==> src/rtl/hamming_enc_stream.sv <==
// Streaming Hamming encoder feeding a 2-entry output FIFO, with optional
// single-bit corruption per word and a saturating count of corrupted words.
module hamming_enc_stream #(
  parameter int IP_BIT = 5
) (
  input  logic              clk,
  input  logic              rst,
  input  logic              in_valid,
  input  logic [IP_BIT-1:0] in_data,
  input  logic              inj_en,
  input  logic [3:0]        inj_pos,
  output logic              in_ready,
  output logic              out_valid,
  output logic [IP_BIT+3:0] out_code,
  input  logic              out_ready,
  output logic [7:0]        inj_cnt
);

  localparam int CW = IP_BIT + 4;

  // Index into in_data of the data bit placed at codeword position p.
  function automatic int data_idx(input int p);
    int k;
    k = 0;
    for (int q = 3; q < p; q++) begin
      if ((q & (q - 1)) != 0) k++;
    end
    return IP_BIT - 1 - k;
  endfunction

  // Bits of the codeword whose position index shares a set bit with p.
  function automatic logic [CW-1:0] par_mask(input int p);
    logic [CW-1:0] m;
    m = '0;
    for (int q = 1; q <= CW; q++) begin
      if ((q & p) != 0) m = m | ({{(CW-1){1'b0}}, 1'b1} << (CW - q));
    end
    return m;
  endfunction

  logic [CW-1:0] raw;
  logic [CW-1:0] code_clean;
  logic [CW-1:0] flip;
  logic [CW-1:0] code_w;
  logic          inj_hit;

  // Vector bit gi holds codeword position CW-gi (position 1 is the MSB).
  generate
    for (genvar gi = 0; gi < CW; gi++) begin : g_pos
      localparam int P = CW - gi;
      if ((P & (P - 1)) == 0) begin : g_par
        assign raw[gi]        = 1'b0;
        assign code_clean[gi] = ^(raw & par_mask(P));
      end else begin : g_dat
        assign raw[gi]        = in_data[data_idx(P)];
        assign code_clean[gi] = raw[gi];
      end
      assign flip[gi] = inj_hit && (inj_pos == 4'(P));
    end
  endgenerate

  assign inj_hit = inj_en && (inj_pos != 4'd0) && (inj_pos <= 4'(CW));
  assign code_w  = code_clean ^ flip;

  logic [CW-1:0] mem_q [2];
  logic [1:0]    count_q, count_d;
  logic          wr_ptr_q, wr_ptr_d;
  logic          rd_ptr_q, rd_ptr_d;
  logic [7:0]    inj_cnt_q, inj_cnt_d;
  logic          push, pop;

  assign in_ready  = (count_q != 2'd2);
  assign out_valid = (count_q != 2'd0);
  assign out_code  = mem_q[rd_ptr_q];
  assign inj_cnt   = inj_cnt_q;
  assign push      = in_valid && in_ready;
  assign pop       = out_valid && out_ready;

  always_comb begin
    count_d   = count_q;
    wr_ptr_d  = wr_ptr_q;
    rd_ptr_d  = rd_ptr_q;
    inj_cnt_d = inj_cnt_q;
    if (push) wr_ptr_d = ~wr_ptr_q;
    if (pop)  rd_ptr_d = ~rd_ptr_q;
    case ({push, pop})
      2'b10:   count_d = count_q + 2'd1;
      2'b01:   count_d = count_q - 2'd1;
      default: count_d = count_q;
    endcase
    if (push && inj_hit && (inj_cnt_q != 8'hFF)) inj_cnt_d = inj_cnt_q + 8'd1;
  end

  always_ff @(posedge clk) begin
    if (rst) begin
      count_q   <= 2'd0;
      wr_ptr_q  <= 1'b0;
      rd_ptr_q  <= 1'b0;
      inj_cnt_q <= 8'd0;
      mem_q[0]  <= '0;
      mem_q[1]  <= '0;
    end else begin
      count_q   <= count_d;
      wr_ptr_q  <= wr_ptr_d;
      rd_ptr_q  <= rd_ptr_d;
      inj_cnt_q <= inj_cnt_d;
      if (push) mem_q[wr_ptr_q] <= code_w;
    end
  end

endmodule

==> config.mk <==
export PLATFORM = sky130hd
export DESIGN_NAME = hamming_enc_stream
export DESIGN_NICKNAME = d
export VERILOG_FILES = /design/src/rtl/hamming_enc_stream.sv
export SDC_FILE = /design/constraint.sdc
export NUM_CORES = 1
export LEC_CHECK = 0
export CORE_AREA = 2 2 71 73
export CTS_CLUSTER_SIZE = 16
export DETAILED_ROUTE_END_ITERATION = 10
export DIE_AREA = 0 0 73 75
export SETUP_SLACK_MARGIN = 0.4
export SYNTH_ARGS = -nofsm -noshare
export SYNTH_HDL_FRONTEND = slang
export SYNTH_SLANG_ARGS = --single-unit
export TNS_END_PERCENT = 1
==> constraint.sdc <==
create_clock -name clk -period 3.85 [get_ports clk]
set_input_delay 0.77 -clock clk [delete_from_list [all_inputs] [get_ports clk]]
set_output_delay 0.77 -clock clk [all_outputs]
set_load 0.02 [all_outputs]
# Yosys cells after proc, flatten, opt, wreduce, memory -nomap -nowiden

Memories as Yosys holds them, arrays and structs flattened. A register that Yosys moved wholly into a read port is not among the register bits.
Index checks and enable logic that the tools add are counted.

Add/sub/neg operators: 3
Order comparisons: 1
Eq/ne operators: 13
Mux-type cells: 11
Bitwise operators: 3
Reduce and logical (&&, ||, !) cells: 23

Operators by type and width:

| operator            | count |
|---|---|
| $reduce_xor 9->1    | 4 |
| $eq 4x3->1 const B  | 4 |
| $logic_and 1x1->1   | 15 |
| $mux 1              | 9 |
| $mux 9              | 1 |
| $reduce_or 9->1     | 1 |
| $xor 9x9->9         | 1 |
| $add 8x1->8 const B | 1 |
| $eq 4x2->1 const B  | 2 |
| $eq 4x4->1 const B  | 2 |
| $ne 8x8->1 const B  | 1 |
| $eq 4x1->1 const B  | 1 |
| $le 4x4->1 const B  | 1 |
| $pmux 2 s2          | 1 |
| $reduce_bool 2->1   | 2 |
| $reduce_bool 4->1   | 1 |
| $add 2x1->2 const B | 1 |
| $eq 2x1->1 const B  | 1 |
| $eq 2x2->1 const B  | 1 |
| $ne 2x2->1 const B  | 1 |
| $not 1->1           | 2 |
| $sub 2x1->2 const B | 1 |

Register bits: 12
Memory bits (writable): 18
Bits of input ports: 14
Logic and storage cells: 59
Memories kept: 1

Memories:

| memory | depth | bits a word | read ports | clocked after Yosys merged registers in | write ports | RTL line | source |
|---|---|---|---|---|---|---|---|
| mem_q  | 2     | 9           | 1          | 1                                       | 2           | 65       | `logic [CW-1:0] mem_q [2];` |

# Depth between registers and ports, before layout

Depth after elaboration: 7
Depth in mapped cells: 7
Depth with buffers taken out: 7

# Least setup slack after synthesis

Ideal clock, no wire load.

Path kind: input to register
Start point: input port inj_pos[1]
End point: register inj_cnt_q[5] (netlist: inj_cnt[5])
Setup time: 70 ps
Arrival: 1956 ps
Setup slack: 1824 ps
Cell stages on the path: 7
Buffers on the path: 2
Cell sequence: buf_4 > nor2_1 > mux2i_1 > nand3_2 > buf_6 > or3_1 > a21oi_1

Word-level cells in the longest chain between the ends: 5
Elaborated cells on any way between the ends: 6
Those cells by class: order compare: 1; reduce/logical: 5

Ends and longest elaborated chain:

| what                                               | RTL line | source |
|---|---|---|
| start: declaration                                 | 11       | `input logic [3:0] inj_pos,` |
| branches (longest 2 deep; another with $le 4x4->1) | --       |  |
| $logic_and 1x1->1 *                                | 62       | `assign inj_hit = inj_en && (inj_pos != 4'd0) && (inj_pos <= 4'(CW));` |
| $logic_and 1x1->1 * (2 in series)                  | 91       | `if (push && inj_hit && (inj_cnt_q != 8'hFF)) inj_cnt_d = inj_cnt_q + 8'd1;` |
| end signal: assignment                             | 106      | `inj_cnt_q <= inj_cnt_d;` |
| end: declaration                                   | 69       | `logic [7:0] inj_cnt_q, inj_cnt_d;` |

Every way passes the cells marked *.
A chain may end at the register's enable or synchronous reset.

==> run summary <==
The library cell contributing the largest single delay on the critical path is sky130_fd_sc_hd__dfxtp_1. The maximum clock insertion buffer count came out at 2. The number of routed nets with antenna violations came out at 0. The floorplan step defined a die boundary enclosing about 0.0055 mm². Clock skew on the completed layout was measured at 0.00836 ns. The peak supply drop came out at roughly 0.36 mV. The worst max-slew margin expressed relative to the limit is between 40 and 50%. The first global-routing pass estimated between 5 and 6 mm of wire. The wire length reported by the detailed router is 3.19 mm. In the global route stage, overall resource usage came out at 13.3%.

The count of filler cells inserted in the layout came out at 446. The via total after detailed routing is 1,173. The synthesized netlist cell count is 154. In this run the critical register-to-register path is captured at mem_q[0][1]$_SDFFCE_PN0P_. The path with the worst hold slack has its endpoint at rd_ptr_q$_SDFFE_PP0P_. The post-route netlist has 11.7% of its cells at a drive strength greater than 1. The number of pins with negative max-slew slack in the final report came out at 0. Traced cell by cell, the critical path runs through mux2_2 > clkdlybuf4s50_1. The class of the tightest hold or removal check is flop to flop. The final core utilization is between 40% and 50%.

The routed wirelength normalized by instance count came out at 13.2 µm. The clock reaches the later pin of the worst-skew pair after 0.28 ns. The static power due to leakage is 0.700 nW. The post-route fraction of the period consumed by the critical path is between 60% and 70%.

met2 is the most crowded layer. The standard cell core area came out at 0.00466 mm². The combined area of all synthesized cells came out at around 0.0016 mm². The overall die width came out at 73 µm. In this run the most critical hold path is launched from rd_ptr_q$_SDFFE_PP0P_.

For met2 alone, demand over resource in global routing was between 20% and 30%. The initial standard-cell utilization of the core is ~35%. The estimated wirelength of the detail-placed design is approximately 2.4 mm.

For this design, the sink count on the clock tree is 31. The slack of the worst reg-to-reg path came out at 1.96 ns. The maximum fanout along the worst path came out at 9. Setup violations remaining at the end of the flow were counted as 0. The tightest hold path in the finished design has a slack of approximately 0.52 ns. The antenna diode count came out at 0. The number of DRC violations after detailed-routing iteration 0 came out at between 90 and 100. The standard cell area after detailed placement is 0.00195 mm². The worst setup path is of the flop to output pin kind.

The buffer and inverter count on the worst path came out at 1. The number of buffers inserted by post-CTS setup repair is 0. The count of cells resized by post-cts repair is 0. The startpoint type of the worst setup path is a flop. Counting I/O delays and the setup requirement, the final critical path takes 2.51 ns. Using the TritonRoute via totals, the vias-per-cell ratio works out to 4.85. The clock transition at the registers of the reported paths came out at 0.06 ns.

The overall overflow remaining after global route came out at 0. Compared with the post-synthesis result, the final layout area differs by 26.4%. The number of violations of the max-capacitance limit is 0. The total area of multi-input combinational cells came out at ~760 µm².

The worst setup path is captured at an output pin. The cell family contributing the most delay on the critical path is flip-flops. TritonCTS built the clock tree.

Summing internal, switching and leakage power gives 1.05 mW. The achievable frequency came out at roughly 0.40 GHz. The areal power density over the cells came out at 518 mW/mm². The first detailed-routing pass ran for 4 iterations. The arrival time at the worst endpoint is around 1.7 ns.

The initial antenna violation count came to 0. Setup repair after global routing left no endpoint under its margin. Adding up every negative setup slack in the final design gives 0 ns.

The root buffer cell is sky130_fd_sc_hd__clkbuf_8. At the pin with the least slew margin, the transition time is 0.883 ns. The number of cell instances on the worst register-to-register path came out at 4.

The number of buffers created by CTS is 5. The y dimension of the die came out at between 70 and 80 µm. The global routing usage on met3 came out at 4.28%.

For this run, design rule violations remaining after detail routing come to 0. The number of buffers inserted by hold repair at cts is 0. The synthesized flop and latch total is 31. For the worst setup path, the data required time is just over 3 ns. The routability congestion estimate is 0.814.

The number of nets in the synthesized netlist is between 150 and 200. The placement row count is 25. The met1 demand-to-capacity share in global routing came out at 16.4%. In this run, distinct cell masters in the synthesized netlist total 34. The startpoint of the lowest-slack register-to-register path is count_q[0]$_SDFFE_PP0P_. In the final layout, flip-flops and latches occupy 801 µm². For this run, the post-layout net count is 203. The flow ran to the end, and the final reports show no timing, DRC or antenna violations. After synthesis, flip-flops and latches occupy between 40 and 50% of the total area. The I/O pin total came out at 33. The via count of the first global-routing pass is 1,172. The maximum level of the CTS H-tree is 2. The worst hold path was traced through 2 stages. The final-report hold violation count came out at 0.

The average instance in the mapped netlist occupies 10.4 µm². After routing the design area is between 0.002 and 0.0025 mm². For this run, the number of Yosys warnings is 0.

The count of input and output buffers is 32. The delay of the slowest critical-path stage came out at 0.55 ns. The maximum number of pins on one net before global-route repair came out at 18.
-- cells in the final DEF, fill, tap and decap left out, types with 4 or more instances in the layout --
master	n
sky130_fd_sc_hd__mux2_2	9
sky130_fd_sc_hd__dfxtp_1	13
sky130_fd_sc_hd__o21ai_0	6
sky130_fd_sc_hd__xnor2_1	15
sky130_fd_sc_hd__nand3_1	4
sky130_fd_sc_hd__nor2_1	30
sky130_fd_sc_hd__xor2_1	5
sky130_fd_sc_hd__or3_1	6
sky130_fd_sc_hd__a21oi_1	7
sky130_fd_sc_hd__clkbuf_8	5
sky130_fd_sc_hd__clkdlybuf4s50_1	32
sky130_fd_sc_hd__nand3b_1	5
sky130_fd_sc_hd__edfxtp_1	18
-- per-layer routing --
metal	wire length, µm	share of wire [%]	up-vias
met2	1460	46	24
met4	37	1.2	0
li1	-	-	597
met5	0	0	-
met3	128	4.0	4
met1	1560	49	548
-- synth_stat cells --
library cell | n | area, µm²
sky130_fd_sc_hd__o21ai_0 | 6 | 30.0
sky130_fd_sc_hd__dfxtp_1 | 13 | 260
sky130_fd_sc_hd__buf_6 | 2 | 22.5
sky130_fd_sc_hd__nand3_2 | 1 | 10.0
sky130_fd_sc_hd__nand3_1 | 4 | 20.0
sky130_fd_sc_hd__and3_4 | 1 | 11.3
sky130_fd_sc_hd__nor3_1 | 2 | 10.0
sky130_fd_sc_hd__nor3b_1 | 2 | 15.0
sky130_fd_sc_hd__nor2_1 | 30 | 113
sky130_fd_sc_hd__mux2_2 | 9 | 101
sky130_fd_sc_hd__nand4_1 | 1 | 6.26
sky130_fd_sc_hd__or3_1 | 6 | 37.5
sky130_fd_sc_hd__buf_4 | 1 | 7.51
sky130_fd_sc_hd__or2_2 | 2 | 12.5
sky130_fd_sc_hd__ha_1 | 2 | 25.0
sky130_fd_sc_hd__xor2_1 | 5 | 43.8
sky130_fd_sc_hd__a311oi_1 | 1 | 8.76
sky130_fd_sc_hd__or3_2 | 1 | 7.51
sky130_fd_sc_hd__mux2i_1 | 2 | 20.0
sky130_fd_sc_hd__nor2b_1 | 1 | 6.26
sky130_fd_sc_hd__nand3b_1 | 5 | 37.5
sky130_fd_sc_hd__xnor2_1 | 15 | 131
sky130_fd_sc_hd__buf_2 | 1 | 5.00
sky130_fd_sc_hd__nand2b_2 | 1 | 8.76
sky130_fd_sc_hd__and2_1 | 1 | 6.26
sky130_fd_sc_hd__edfxtp_1 | 18 | 541
sky130_fd_sc_hd__and4_1 | 1 | 8.76
sky130_fd_sc_hd__o21bai_1 | 1 | 7.51
sky130_fd_sc_hd__a21oi_1 | 7 | 35.0
sky130_fd_sc_hd__clkbuf_1 | 2 | 7.51
sky130_fd_sc_hd__inv_1 | 2 | 7.51
sky130_fd_sc_hd__and2_2 | 2 | 15.0
sky130_fd_sc_hd__nand2_1 | 3 | 11.3
sky130_fd_sc_hd__nand2b_1 | 3 | 18.8
-- tightest hold or removal path: stages, from the launching register on --
cell and delay [ns]:
sky130_fd_sc_hd__dfxtp_1 0.32, sky130_fd_sc_hd__xnor2_1 0.09, sky130_fd_sc_hd__nor2_1 0.08
-- metrics by stage --
stage / setup WS, ns / instances
detailed placement: 1.11 / 234
global route: 1.26 / 242
floorplan: 1.82 / 154
CTS: 1.30 / 242
finish: 1.34 / 242
global placement: 1.16 / 234
-- where the power goes --
| group | switching, mW | leakage [nW] | total (mW) | internal, mW |
|---|---|---|---|---|
| sequential | 0.0379 | 0.297 | 0.448 | 0.411 |
| combinational | 0.181 | 0.363 | 0.373 | 0.192 |
| clock | 0.110 | 0.0403 | 0.233 | 0.123 |
-- sequential cells by signal (all words and copies together), names as in the netlist, named ones only --
register	count
inj_cnt	8
count_q	2
wr_ptr_q	1
mem_q	18
rd_ptr_q	1
-- area by class of cell --
cell class,instances,share of cell area [%]
Sequential cell,31,39.4
Tap cell,54,3.32
Multi-Input combinational cell,115,37.3
Clock buffer,6,3.57
Clock inverter,2,0.369
Timing Repair Buffer,32,15.7
Inverter,2,0.369
-- cells by family after synthesis --
family	Yosys count	share of synthesized area, %
fa+ha+maj	2	1.55
compound gates	15	5.05
xor+xnor	20	10.9
simple gates	67	22.1
buf+inv	8	3.11
mux	11	7.54
flops	31	49.8
-- worst max-delay path by stage --
stage | depth (start not counted) | to | startpoint | slack, ns
3_5_place_dp | 6 | inj_cnt[4]$_SDFFE_PP0P_ | inj_pos[1] | 1.11
3_3_place_gp | 6 | inj_cnt[4]$_SDFFE_PP0P_ | inj_pos[1] | 1.16
4_1_cts | 2 | out_code[2] | flop | 1.30
6_report | 2 | out_code[5] | flop | 1.34
5_1_grt | 2 | out_code[4] | flop | 1.26
2_1_floorplan | 7 | inj_cnt[5]$_SDFFE_PP0P_ | inj_pos[1] | 1.82
(Power assumes the default switching activity.)
